==> src/rtl/alu_seq_unit.sv <==
// alu_seq_unit
//   Handshaked arithmetic/logic unit between the issue stage and write-back.
//   One {op, a, b} transaction is taken on the input valid/ready port. The result
//   is returned, registered, on the output valid/ready port. ADD/SUB/AND/OR/XOR
//   and illegal opcodes complete in one cycle. MUL is an iterative shift-add
//   that takes WIDTH steps.
//
//   Optional feature macro: ALU_FLAGS_EN adds the flag_c/flag_z/flag_v outputs.
//
// Ports
//   clk        rising-edge clock
//   rst_n      synchronous reset, active low
//   in_valid   transaction offered          in_ready   unit accepts this cycle
//   op[2:0]    000 ADD 001 SUB 010 MUL 011 AND 100 OR 101 XOR, 11x illegal
//   a, b       unsigned operands (WIDTH)
//   out_valid  result present               out_ready  consumer takes result
//   out        result, low WIDTH bits       out_err    result from illegal op
//   flag_c/z/v carry/zero/overflow (ALU_FLAGS_EN only)
module alu_seq_unit #(
  parameter int WIDTH = 8
) (
  input  logic             clk,
  input  logic             rst_n,
  input  logic             in_valid,
  output logic             in_ready,
  input  logic [2:0]       op,
  input  logic [WIDTH-1:0] a,
  input  logic [WIDTH-1:0] b,
  output logic             out_valid,
  input  logic             out_ready,
  output logic [WIDTH-1:0] out,
  output logic             out_err
`ifdef ALU_FLAGS_EN
  ,
  output logic             flag_c,
  output logic             flag_z,
  output logic             flag_v
`endif
);

  localparam int CNTW = $clog2(WIDTH + 1);

  localparam logic [2:0] OP_ADD = 3'b000;
  localparam logic [2:0] OP_SUB = 3'b001;
  localparam logic [2:0] OP_MUL = 3'b010;
  localparam logic [2:0] OP_AND = 3'b011;
  localparam logic [2:0] OP_OR  = 3'b100;
  localparam logic [2:0] OP_XOR = 3'b101;

  typedef enum logic [1:0] {S_IDLE, S_MUL, S_DONE} state_t;

  state_t             state;
  logic [CNTW-1:0]    cnt;
  logic [2*WIDTH-1:0] mcand_p1;
  logic [2*WIDTH-1:0] acc_p1;
  logic [WIDTH-1:0]   mplier_p1;
  logic [2*WIDTH-1:0] acc_nxt;
  logic               accept;

  logic [WIDTH-1:0]   sum_c;
  logic [WIDTH-1:0]   dif_c;
  logic [WIDTH-1:0]   res_c;
  logic               err_c;

  // DONE with out_ready set behaves like IDLE so results can stream with no bubble.
  assign in_ready = (state == S_IDLE) | ((state == S_DONE) & out_ready);
  assign accept   = in_valid & in_ready;
  assign acc_nxt  = mplier_p1[0] ? (acc_p1 + mcand_p1) : acc_p1;

  // Stage 0: single-cycle result from the live operands
  always_comb begin
    sum_c = a + b;
    dif_c = a + ~b + {{(WIDTH-1){1'b0}}, 1'b1};
    res_c = '0;
    err_c = 1'b0;
    case (op)
      OP_ADD:  res_c = sum_c;
      OP_SUB:  res_c = dif_c;
      OP_MUL:  res_c = '0;
      OP_AND:  res_c = a & b;
      OP_OR:   res_c = a | b;
      OP_XOR:  res_c = a ^ b;
      default: err_c = 1'b1;
    endcase
  end

`ifdef ALU_FLAGS_EN
  logic c_c;
  logic v_c;

  // Unsigned carry from wrap detection; signed overflow from operand/result sign bits.
  always_comb begin
    c_c = 1'b0;
    v_c = 1'b0;
    case (op)
      OP_ADD: begin
        c_c = (sum_c < a);
        v_c = (a[WIDTH-1] == b[WIDTH-1]) & (sum_c[WIDTH-1] != a[WIDTH-1]);
      end
      OP_SUB: begin
        c_c = (a >= b);
        v_c = (a[WIDTH-1] != b[WIDTH-1]) & (dif_c[WIDTH-1] != a[WIDTH-1]);
      end
      default: begin
        c_c = 1'b0;
        v_c = 1'b0;
      end
    endcase
  end
`endif

  // Stage 1: FSM, multiply iteration and output registers
  always_ff @(posedge clk) begin
    if (!rst_n) begin
      state     <= S_IDLE;
      out_valid <= 1'b0;
      out       <= '0;
      out_err   <= 1'b0;
      cnt       <= '0;
`ifdef ALU_FLAGS_EN
      flag_c    <= 1'b0;
      flag_z    <= 1'b0;
      flag_v    <= 1'b0;
`endif
    end else begin
      case (state)
        S_IDLE, S_DONE: begin
          if ((state == S_DONE) && out_ready) begin
            state     <= S_IDLE;
            out_valid <= 1'b0;
          end
          if (accept) begin
            if (op == OP_MUL) begin
              state     <= S_MUL;
              mcand_p1  <= {{WIDTH{1'b0}}, a};
              mplier_p1 <= b;
              acc_p1    <= '0;
              cnt       <= '0;
            end else begin
              state     <= S_DONE;
              out_valid <= 1'b1;
              out       <= res_c;
              out_err   <= err_c;
`ifdef ALU_FLAGS_EN
              flag_c    <= c_c;
              flag_z    <= (res_c == '0);
              flag_v    <= v_c;
`endif
            end
          end
        end
        S_MUL: begin
          acc_p1    <= acc_nxt;
          mcand_p1  <= mcand_p1 << 1;
          mplier_p1 <= mplier_p1 >> 1;
          cnt       <= cnt + CNTW'(1);
          // Last step: publish the freshly accumulated product directly.
          if (cnt == CNTW'(WIDTH - 1)) begin
            state     <= S_DONE;
            out_valid <= 1'b1;
            out       <= acc_nxt[WIDTH-1:0];
            out_err   <= 1'b0;
`ifdef ALU_FLAGS_EN
            flag_c    <= |acc_nxt[2*WIDTH-1:WIDTH];
            flag_z    <= (acc_nxt[WIDTH-1:0] == '0);
            flag_v    <= |acc_nxt[2*WIDTH-1:WIDTH];
`endif
          end
        end
        default: state <= S_IDLE;
      endcase
    end
  end

endmodule

==> config.mk <==
export PLATFORM = sky130hd
export DESIGN_NAME = alu_seq_unit
export DESIGN_NICKNAME = d
export VERILOG_FILES = /design/src/rtl/alu_seq_unit.sv
export SDC_FILE = /design/constraint.sdc
export NUM_CORES = 1
export LEC_CHECK = 0
export ABC_AREA = 1
export BUFFER_PORTS_ARGS = -buffer_cell sky130_fd_sc_hd__clkbuf_2
export CAP_MARGIN = 10
export CORE_UTILIZATION = 32
export CTS_CLUSTER_SIZE = 28
export DETAILED_ROUTE_END_ITERATION = 7
export PLACE_DENSITY_LB_ADDON = 0.25
export SETUP_SLACK_MARGIN = 0.15
export SYNTH_ARGS = -nofsm -noshare
export SYNTH_HDL_FRONTEND = slang
export SYNTH_SLANG_ARGS = --single-unit
==> constraint.sdc <==
create_clock -name clk -period 2.9 [get_ports clk]
set_input_delay 0.435 -clock clk [delete_from_list [all_inputs] [get_ports clk]]
set_output_delay 0.435 -clock clk [all_outputs]
set_load 0.05 [all_outputs]
* Word-level counts from Yosys, hierarchy flattened
Index checks and enable logic that the tools add are counted.
Widths: inputs -> output; s select.
** Cells by class
- Add/subtract/negate cells :: 5
- Eq/ne operators :: 14
- Multiplexer cells :: 33
- Bitwise logic cells :: 7
- Reductions and logical operators :: 12
** Operators with widths (number)
- $mux 16 :: 5
- $pmux 16 s2 :: 2
- $mux 8 :: 5
- $pmux 8 s5 :: 1
- $pmux 8 s2 :: 2
- $add 16x16->16 :: 1
- $add 8x8->8 :: 2
- $ne 2x2->1 const B :: 5
- $add 8x1->8 const B :: 1
- $and 8x8->8 :: 1
- $mux 1 :: 8
- $mux 2 :: 4
- $mux 4 :: 2
- $not 8->8 :: 1
- $or 8x8->8 :: 1
- $pmux 4 s2 :: 1
- $reduce_and 4->1 :: 2
- $xor 8x8->8 :: 1
- $eq 3x2->1 const B :: 2
- $eq 3x3->1 const B :: 2
- $reduce_and 5->1 :: 1
- $reduce_or 5->1 :: 1
- $add 4x1->4 const B :: 1
- $eq 4x3->1 const B :: 1
- other kinds (15) :: 18
** Word-level totals
- Flip-flop bits (word level) :: 56
- Bits of input ports :: 23
- Output and inout port bits :: 11
- Word-level logic and storage cells :: 80

* Depth between registers and ports, before layout
Gate-level depths: netlist (run 1).
- Depth after elaboration :: 7
- Mapped depth :: 15
- Mapped depth without buffers :: 14

* Least setup slack after synthesis (run 1)
No wires, ideal clock.
- Path kind :: input to register
- From :: in out_ready
- To :: reg acc_p1[0], enable pin
- Library setup time :: 405 ps
- Arrival time :: 2377 ps
- Data required time :: 2495 ps
- Slack :: 119 ps
- Stages :: 6
- Buffers on the path :: 0
- Path through :: inv_1 -> a21oi_2 -> nand2_1 -> nor2_1 -> nor2_1 -> nor2_1
** Between the ends
- Word-level cells in the longest chain between the ends :: 5
** RTL lines
- start, declared :: line 30 : input logic out_ready,
- $and 1x1->1 :: line 66 : assign in_ready = (state == S_IDLE) | ((state == S_DONE) & out_ready);
- $or 1x1->1 :: line 66
- named net in_ready :: line 25 : output logic in_ready,
- $and 1x1->1 :: line 67 : assign accept = in_valid & in_ready;
- $ne 2x2->1 (no line)
- $reduce_and 4->1 (no line)
- end signal, assigned :: line 153 : acc_p1 <= acc_nxt;
- end, declared :: line 55 : logic [2*WIDTH-1:0] acc_p1;
The timed path passes the listed nets, and every way through them passes these cells.
A chain may end at the register's enable or synchronous reset.

* Final worst setup path (run 1)
- From :: reg state[0]
- To :: reg acc_p1[5], enable pin
** Between the ends
- Word-level cells in the longest chain between the ends :: 6
- Elaborated cells between the ends (all ways) :: 11
- Those cells by class :: eq/ne: 4; bitwise: 3; reduce/logical: 4
** RTL lines
- start, declared :: line 52 : state_t state;
- start signal, assigned :: line 115 : state <= S_IDLE;
- start signal, assigned :: line 129 : state <= S_IDLE;
- start signal, assigned :: line 134 : state <= S_MUL;
- $eq 2x2->1 :: line 66, 126
- $and 1x1->1 :: line 66
- $or 1x1->1 :: line 66
- $and 1x1->1 :: line 67
- $ne 2x2->1 (no line)
- $reduce_and 4->1 (no line) (*)
Every way passes the cells marked *; elsewhere a longest branch is shown, timed or not.

==> flow_summary.ini, run 1 <==
[synthesis]
syn_inst = 432
synth_edf_count = 24
synth_ff_type = edfxtp_1
async_flop_share = 0
ys_ff_latch = 40
synth_fp_nets = 489
ys_seq_area_frac = 0.332
synth_area_um2 = 3140
yosys_warnings = 0
synth_cell_types = 37
synth.avg_cell_area_um2 = 7.26

[worst_setup_path]
path_class = reg -> reg
r2r_setup_slack_ns = 0.98
worstRegToRegCells = 6
timing.rr.start = state[0]
critPathRequiredTime_ns = 2.87
end_kind = flop
reg2reg_to = acc_p1[5]
crit_path_start_kind = flop
crit_fanout = 40
cp_data_arrival_time_ns = 1.90

[power]
p_leak_nw = 1.74
powerDensity_nw_per_um2 = 414
ir_drop_mv = 0.215

[clock_network]
cts_made_buffers = 5
path_clk_slew_ns = 0.09
clock_latency_ns = 0.30
clock_tree.buffer_depth = 2
cts_setup_buffers = 0
hold_buffers = 0
cts_sinks = 40
root_buffer = clkbuf_8
cts_tree = yes
cts_resized = 0
h-tree-depth = 2

[layout]
final_common_cell = nand2_1
antennaDiodeCount = 0
num-fill-cells = 1039
fin_area_um2 = 3530
drive_gt1_frac = 0.131
nets = 521
final_cell_mix = 97 x nand2_1, 69 x inv_1, 36 x nor2_1
utilization = 0.377
syn2layout_area_growth_pct = 12.6

[hold_path]
whs_endpoint = out_valid
hp-class = in -> reg
holdPathStages = 3
hp-start = in_valid

[sta]
finalCritPeriodShare = 0.663
rsz0062_at_grt = no
finalHoldViolCount = 0
slew_headroom = 0.620
fin_ws_ns = 0.978
setup_viol = 0
finalClockSkew_ns = 0.00346
tightestPinTransition_ns = 0.567
drv_slew = 0
fin_crit_ns = 1.92
fmax_mhz = 520
finalSetupTns_ns = 0

[outcome]
outcome = completed

[floorplanning]
fp-row-count = 35
fp.dieW_um = 101
die_area_um2 = 10200
initial_core_util = 0.335
dieHeight_um = 101
core_region_area_um2 = 9370
boundaryPins = 34

[place]
portBuffers = 33
place_ws_ns = 0.842
dp_hpwl_um = 5980
place_area_um2 = 3420
place_congestion = 0.881

[flow_run]
drv_cap = 0

[route]
vias = 2873
drt_iter0_markers = 174
postRouteAntennaNets = 0
wirelength_um = 7710
remaining_drc_errors = 0
wl_per_cell_um = 13.0
via_per_inst = 4.84
firstDrtPassIters = 5

[grt]
grt_pass1_vias = 2805
grt_overflow_total = 0
grt_usage = 0.163
antenna_found_initial = 0
grt_pass1_wl_um = 12900
grt_start_max_net_pins = 41
==> where the power goes <==
group	total [W]	internal [W]	switching [W]
Sequential	0.000642	0.000627	0.0000159
Clock	0.000456	0.000226	0.000230
Combinational	0.000366	0.000114	0.000252
Total	0.00146	0.000966	0.000498
==> worst max path at each step <==
stage                            from            to  slack (ns)  cells after the start
after floorplan             out_ready     acc_p1[0]        0.51                      6
after global placement           a[6]        out[7]        0.87                     14
after detailed placement         a[2]        out[7]        0.84                     14
after CTS                    state[0]  mplier_p1[4]        0.96                      6
after global routing      mcand_p1[0]        out[4]        0.77                     12
final                        state[0]     acc_p1[5]        0.98                      6
==> sequential cells by signal, indices dropped and copies added, names as in the netlist <==
register / cells
acc_p1: 8
mcand_p1: 8
mplier_p1: 8
out: 8
cnt: 4
state: 2
out_err: 1
out_valid: 1
==> critical path, cell delays in order, from the launching register on <==
cell and delay, ns:
dfxtp_1 0.40, inv_1 0.09, nor2_4 0.10, buf_4 0.37, nor2_1 0.18, nor2_2 0.10, buf_4 0.34
==> cells by family after synthesis <==
family | Yosys count | share of synthesized area
flip-flops | 40 | 0.332
buffers and inverters | 84 | 0.107
adder cells (fa/ha/maj) | 34 | 0.143
AO/OA/AOI/OAI | 74 | 0.136
XOR/XNOR | 3 | 0.00838
AND/OR/NAND/NOR | 197 | 0.274
==> cell type report <==
class	instances	area (µm²)	area share
flip-flops and latches	40	1040	0.295
repair buffers	35	180	0.0510
multi-input cells	308	1760	0.499
clock buffers	6	93.8	0.0266
well taps	129	161	0.0457
clock inverters	2	15.0	0.00425
inverters	74	278	0.0786
==> Yosys cell counts (2+ instances only) <==
cell / n / area, µm²
a21oi_2: 2 / 17.5
nor2_2: 3 / 18.8
o211ai_1: 3 / 22.5
nand3_1: 34 / 170
o21ai_1: 3 / 15.0
o22ai_1: 5 / 31.3
nor3_1: 8 / 40.0
nand3b_1: 2 / 15.0
a21oi_1: 24 / 120
nand2_1: 97 / 364
dfxtp_1: 16 / 320
inv_2: 5 / 18.8
inv_1: 69 / 259
a211oi_1: 2 / 15.0
o21ai_0: 28 / 140
xor2_1: 2 / 17.5
ha_1: 31 / 388
nor2_1: 37 / 139
buf_2: 6 / 30.0
fa_1: 3 / 60.1
clkbuf_1: 2 / 7.51
nand4_1: 10 / 62.6
edfxtp_1: 24 / 721
or2_2: 2 / 12.5
a31oi_1: 2 / 12.5
==> through the flow <==
step | hold slack, ns | power, W | std cells
after floorplan | 0.454 | 0.000924 | 432
after global placement | 0.470 | 0.00102 | 586
after detailed placement | 0.484 | 0.00102 | 586
after CTS | 0.444 | 0.00148 | 594
after global routing | 0.455 | 0.00155 | 594
final | 0.454 | 0.00146 | 594
==> routing by layer <==
metal  GRT usage  routed length, µm  vias up
li1            -                  -     1480
met1       0.202               3480     1314
met2       0.288               3720       66
met3      0.0305                362       13
met4      0.0479                141        0
met5           0                  0        -
(Power assumes the default switching activity.)
==> inputs of run 2 (changes only) <==
ABC_AREA = 0   (was 1)
clock period = 1.9 ns   (was 2.9 ns; I/O delays follow)
==> run 2 against run 1 <==
Against the previous run:
- the flow now finishes with violations (negative setup slack)
- worst hold slack worse by 0.16 ns
- combinational power is 72% higher
- area after synthesis is 3.7% lower
- worst setup slack worse by 1.2 ns
- die area is 3.6% lower
- register-to-register slack worse by 1.2 ns
- clock-buffer cell count is 1 lower
- core utilization is 6.9 points higher
- clock power is 59% higher
==> flow_summary.ini, run 2 <==
[outcome]
outcome = complete, but fails checks
violations = negative setup slack

[hold_path]
hp-start = in_valid
hp-class = in -> reg

[route]
drt_iter0_markers = 157
via_per_inst = 5.10
wl_per_cell_um = 14.6
firstDrtPassIters = 4
postRouteAntennaNets = 0
remaining_drc_errors = 0
vias = 2862
wirelength_um = 8190

[sta]
drv_slew = 0
finalHoldViolCount = 0
fmax_mhz = 460
rsz0062_at_grt = yes
fin_crit_ns = 2.17
finalCritPeriodShare = 1.14
tightestPinTransition_ns = 0.435
finalClockSkew_ns = 0.00702
setup_viol = 6
fin_ws_ns = -0.272
finalSetupTns_ns = -0.754
slew_headroom = 0.709

[worst_setup_path]
end_kind = flop
critPathSlowestCell = edfxtp_1
path_cells = ha_4 > inv_2 > fa_2 > nor2b_2 > o31a_1 > o21ai_2 > mux2_4 > a221oi_4 > nor2_1
crit_fanout = 2
cp_data_arrival_time_ns = 2.23
crit_start = acc_p1[0]
slowest_delay_ns = 0.45
timing.rr.start = acc_p1[0]
crit_path_start_kind = flop
critPathRequiredTime_ns = 1.96
path_class = reg -> reg

[synthesis]
syn_inst = 358
synth_cell_types = 49
synth_fp_nets = 415
yosysTopAreaCell = edfxtp_1
synth.avg_cell_area_um2 = 8.44
ys_seq_area_frac = 0.345
synth_common_cells = 36 x a21oi_1, 33 x nand2_1, 32 x nor2_1, 32 x o21ai_0, 31 x ha_1
yosysMostFrequentCell = a21oi_1
synth.top_cells.by_area = edfxtp_1 24%, ha_1 13%, dfxtp_1 11%, a21oi_1 6.0%, o21ai_0 5.3%
synth_ff_type = edfxtp_1
synth_area_um2 = 3020
async_flop_share = 0
ys_ff_latch = 40
synth_top_area_share = 0.239
synth_edf_count = 24
yosys_warnings = 0

[clock_network]
cts_sinks = 40
cts_tree = yes
cts_made_buffers = 5
clock_tree.buffer_depth = 2
clock_latency_ns = 0.30
hold_buffers = 0
path_clk_slew_ns = 0.09
root_buffer = clkbuf_8
h-tree-depth = 2

[layout]
syn2layout_area_growth_pct = 35.7
utilization = 0.446
final_cell_mix = 61 x buf_4, 33 x nand2_1, 33 x a21oi_1, 33 x clkbuf_2, 31 x nor2_1
seq_area_um2 = 1040
antennaDiodeCount = 0
multiInputGateArea_um2 = 2010
num-fill-cells = 918
drive_gt1_frac = 0.311
nets = 506
final_common_cell = buf_4
finalNonFillerCells = 561

[grt]
grt_start_max_net_pins = 28
grt_overflow_total = 0
antenna_found_initial = 0
grt_pass1_wl_um = 13400
grt_pass1_vias = 2782
grt_usage = 0.175

[place]
dp.cells = 549
portBuffers = 33
place_congestion = 0.868
dp_hpwl_um = 6310
place_ws_ns = -0.280

[power]
powerDensity_nw_per_um2 = 567
ir_drop_mv = 0.292
p_leak_nw = 1.73
p_total_w = 0.00232

[floorplanning]
boundaryPins = 34
die_area_um2 = 9830
fp-row-count = 35
fp.dieW_um = 99.2
initial_core_util = 0.328
dieHeight_um = 99.2
core_region_area_um2 = 9200

[flow_run]
drv_cap = 0
run 2: final cells by class:
class | count | share of cell area
timing repair buffer | 99 | 0.168
multi-input combinational | 274 | 0.490
inverter | 29 | 0.0266
tap | 111 | 0.0339
clock buffer | 5 | 0.0168
sequential | 40 | 0.255
clock inverter | 3 | 0.0104
run 2: final timing paths:
| check | end | slack [ns] | cells past startpoint |
|---|---|---|---|
| worst max-delay path | acc_p1[6] | -0.27 | 9 |
| worst min-delay path | state[0] | 0.29 | 3 |
| worst max register to register | acc_p1[6] | -0.27 | 9 |
| worst min register to register | cnt[3] | 0.47 | 1 |
run 2: worst max-delay path, delay by kind of cell (launching register included):
family          cells  cell delay (ns)
fa+ha+maj           2             0.38
compound gates      3             0.61
simple gates        2             0.11
flops               1             0.45
buf+inv             1             0.05
mux                 1             0.33
run 2: metrics by stage:
stage | hold WS [ns] | area, µm²
after floorplan | 0.423 | 3160
after detailed placement | 0.460 | 3860
after global placement | 0.448 | 3860
after global routing | 0.309 | 4100
final | 0.292 | 4100
after CTS | 0.296 | 4100
run 2: routing by layer:
metal	track usage	part of all wire	vias up
met5	0	0	-
met4	0.0543	0.019	0
met3	0.0281	0.033	12
met2	0.309	0.49	67
met1	0.220	0.46	1311
li1	-	-	1472
run 2: cell families (layout without fill, tap and decap cells):
family	after synthesis	in the layout	synth area share
compound gates	119	119	0.242
xor+xnor	3	3	0.00870
fa+ha+maj	34	34	0.148
buf+inv	44	136	0.0597
flops	40	40	0.345
mux	6	6	0.0207
simple gates	112	112	0.176
run 2: power breakdown:
group          switching [W]  internal (W)
registers          0.0000195      0.000949
clock network       0.000336      0.000389
logic               0.000359      0.000271
total               0.000714       0.00161
run 2: timing repair:
item	CTS	global route
pin swaps	21	8
gates resized for setup	21	0
endpoints found under the hold margin	0	0
setup endpoints to repair	11	13
setup buffers	4	0
==> inputs of run 3 (changes only) <==
--- a/config.mk
+++ b/config.mk
@@ -10,3 +10,3 @@
 export CAP_MARGIN = 10
-export CORE_UTILIZATION = 32
+export CORE_UTILIZATION = 25
 export CTS_CLUSTER_SIZE = 28
@@ -14,2 +14,3 @@
 export PLACE_DENSITY_LB_ADDON = 0.25
+export RECOVER_POWER = 25
 export SETUP_SLACK_MARGIN = 0.15
==> constraint.sdc (replaced) <==
create_clock -name clk -period 1.9 [get_ports clk]
set_input_delay 0.19 -clock clk [delete_from_list [all_inputs] [get_ports clk]]
set_output_delay 0.19 -clock clk [all_outputs]
set_load 0.05 [all_outputs]
==> run 3 against run 2 <==
Against the previous run:
- the run ends with design-rule violations, negative setup slack left
- sequential cell count did not move
- core utilization fell by 8.6 points
- clock-buffer cell count rose by 2
- cell count rose by 6.4%
- critical endpoint unchanged
- highest routed layer unchanged
==> flow_summary.ini, run 3 (same netlist as run 2, synthesis figures left out) <==
[route]
wirelength_um = 8650
wl_met3_um = 256
vias = 2884
wl_per_cell_um = 14.5
top_layer = met4
via_per_inst = 4.83
remaining_drc_errors = 1
wl_met1_um = 3960
postRouteAntennaNets = 0
wl_met2_um = 4250
firstDrtPassIters = 8
drt_iter0_markers = 111

[sta]
fin_ws_ns = -0.227
fin_crit_ns = 2.13
drv_slew = 0
fmax_mhz = 470
rsz0062_at_grt = yes
slew_headroom = 0.593
finalHoldViolCount = 0
setup_viol = 7
tightestPinTransition_ns = 0.612
finalClockSkew_ns = 0.00346
finalSetupTns_ns = -0.620
finalCritPeriodShare = 1.12

[worst_setup_path]
end_kind = flop
critPathRequiredTime_ns = 1.93
slowest_delay_ns = 0.39
critPathTopFamily = compound AO/OA/AOI/OAI gates
path_class = reg -> reg
r2r_setup_slack_ns = -0.23
crit_path_start_kind = flop
cp_data_arrival_time_ns = 2.16
crit_buf_inv = 1
critPathSlowestCell = edfxtp_1
reg2reg_to = acc_p1[6]
timing.rr.start = acc_p1[0]
worstRegToRegCells = 9
crit_fanout = 2
path_cells = ha_2 > inv_2 > fa_2 > nor2b_2 > o31a_1 > o21ai_2 > mux2_4 > a221oi_4 > nor2_1

[grt]
grt_overflow_total = 0
grt_usage = 0.140
grt_pass1_wl_um = 13900
grt_start_max_net_pins = 25
antenna_found_initial = 0
grt_pass1_vias = 2921

[clock_network]
cts_tree = yes
clock_latency_ns = 0.28
clock_tree.buffer_depth = 2
cts_made_buffers = 5
path_clk_slew_ns = 0.06
h-tree-depth = 2
root_buffer = clkbuf_16
cts_sinks = 40

[hold_path]
whs_endpoint = state[0]
hp-start = in_valid
hp-class = in -> reg
holdPathStages = 3

[place]
dp.cells = 583
dp_hpwl_um = 6780
place_ws_ns = -0.258
place_area_um2 = 3850
portBuffers = 33
place_congestion = 0.914

[floorplanning]
initial_core_util = 0.260
fp-row-count = 39
core_region_area_um2 = 11600
die_area_um2 = 12500
boundaryPins = 34
dieHeight_um = 112
fp.dieW_um = 112

[layout]
finalNonFillerCells = 597
syn2layout_area_growth_pct = 38.2
nets = 510
fin_area_um2 = 4170
drive_gt1_frac = 0.275
multiInputGateArea_um2 = 1970
antennaDiodeCount = 0
final_common_cell = buf_4
seq_area_um2 = 1040
num-fill-cells = 1194
final_cell_mix = 64 x buf_4, 33 x nand2_1, 31 x nor2_1, 31 x a21oi_1, 29 x o21ai_0

[outcome]
outcome = complete, but fails checks
violations = design-rule violations, negative setup slack

[power]
powerDensity_nw_per_um2 = 601
p_total_w = 0.00251
ir_drop_mv = 0.312
p_leak_nw = 1.74

[flow_run]
drv_cap = 0
## run 3: cell types whose count changed in the layout (fill, tap and decap cells not counted), sizes merged
cell      delta
bufinv       -1
buf          +3
clkinvlp     -1
clkbuf       +3
## run 3: worst max path at each step
stage,from,to,slack (ns),cells past startpoint
4_1_cts,mcand_p1[0],acc_p1[6],-0.23,9
3_5_place_dp,mcand_p1[0],acc_p1[6],-0.26,9
3_3_place_gp,mcand_p1[0],acc_p1[6],-0.23,9
5_1_grt,acc_p1[0],acc_p1[6],-0.29,9
6_report,acc_p1[0],acc_p1[6],-0.23,9
2_1_floorplan,mcand_p1[0],acc_p1[6],-0.16,9
## run 3: cell type report
type,instances,area share
clock buffer,7,0.0369
multi-input combinational,274,0.473
timing repair buffer,103,0.170
tap,143,0.0429
sequential,40,0.250
clock inverter,1,0.00120
inverter,29,0.0261
## run 3: timing repair
action / in CTS / in global routing
pin swaps: 13 / 8
resized for setup: 15 / 10
setup endpoints to repair: 11 / 14
setup buffers: 2 / 4
endpoints found under the hold margin: 0 / 0
hold buffers: 0 / 0
## run 3: stage by stage
step           utilization  hold WS, ns
2_1_floorplan            -        0.358
3_3_place_gp         0.332        0.443
3_5_place_dp         0.332        0.457
4_1_cts              0.352        0.216
5_1_grt              0.359        0.233
6_report             0.359        0.226
## run 3: routing by layer
metal,vias to the layer above,GRT usage
li1,1477,-
met1,1335,0.173
met2,55,0.252
met3,17,0.0174
met4,0,0.0432
met5,-,0
## run 3: worst register-to-register path: stages (launching register included)
cell,delay [ns]
edfxtp_1,0.39
ha_2,0.21
inv_2,0.05
fa_2,0.19
nor2b_2,0.05
o31a_1,0.26
o21ai_2,0.14
mux2_4,0.33
a221oi_4,0.20
nor2_1,0.06
## run 3: where the power goes
group | leakage, nW | internal, W | switching [W]
clock network | 0.0790 | 0.000565 | 0.000344
registers | 0.351 | 0.000950 | 0.0000208
logic | 1.31 | 0.000266 | 0.000361
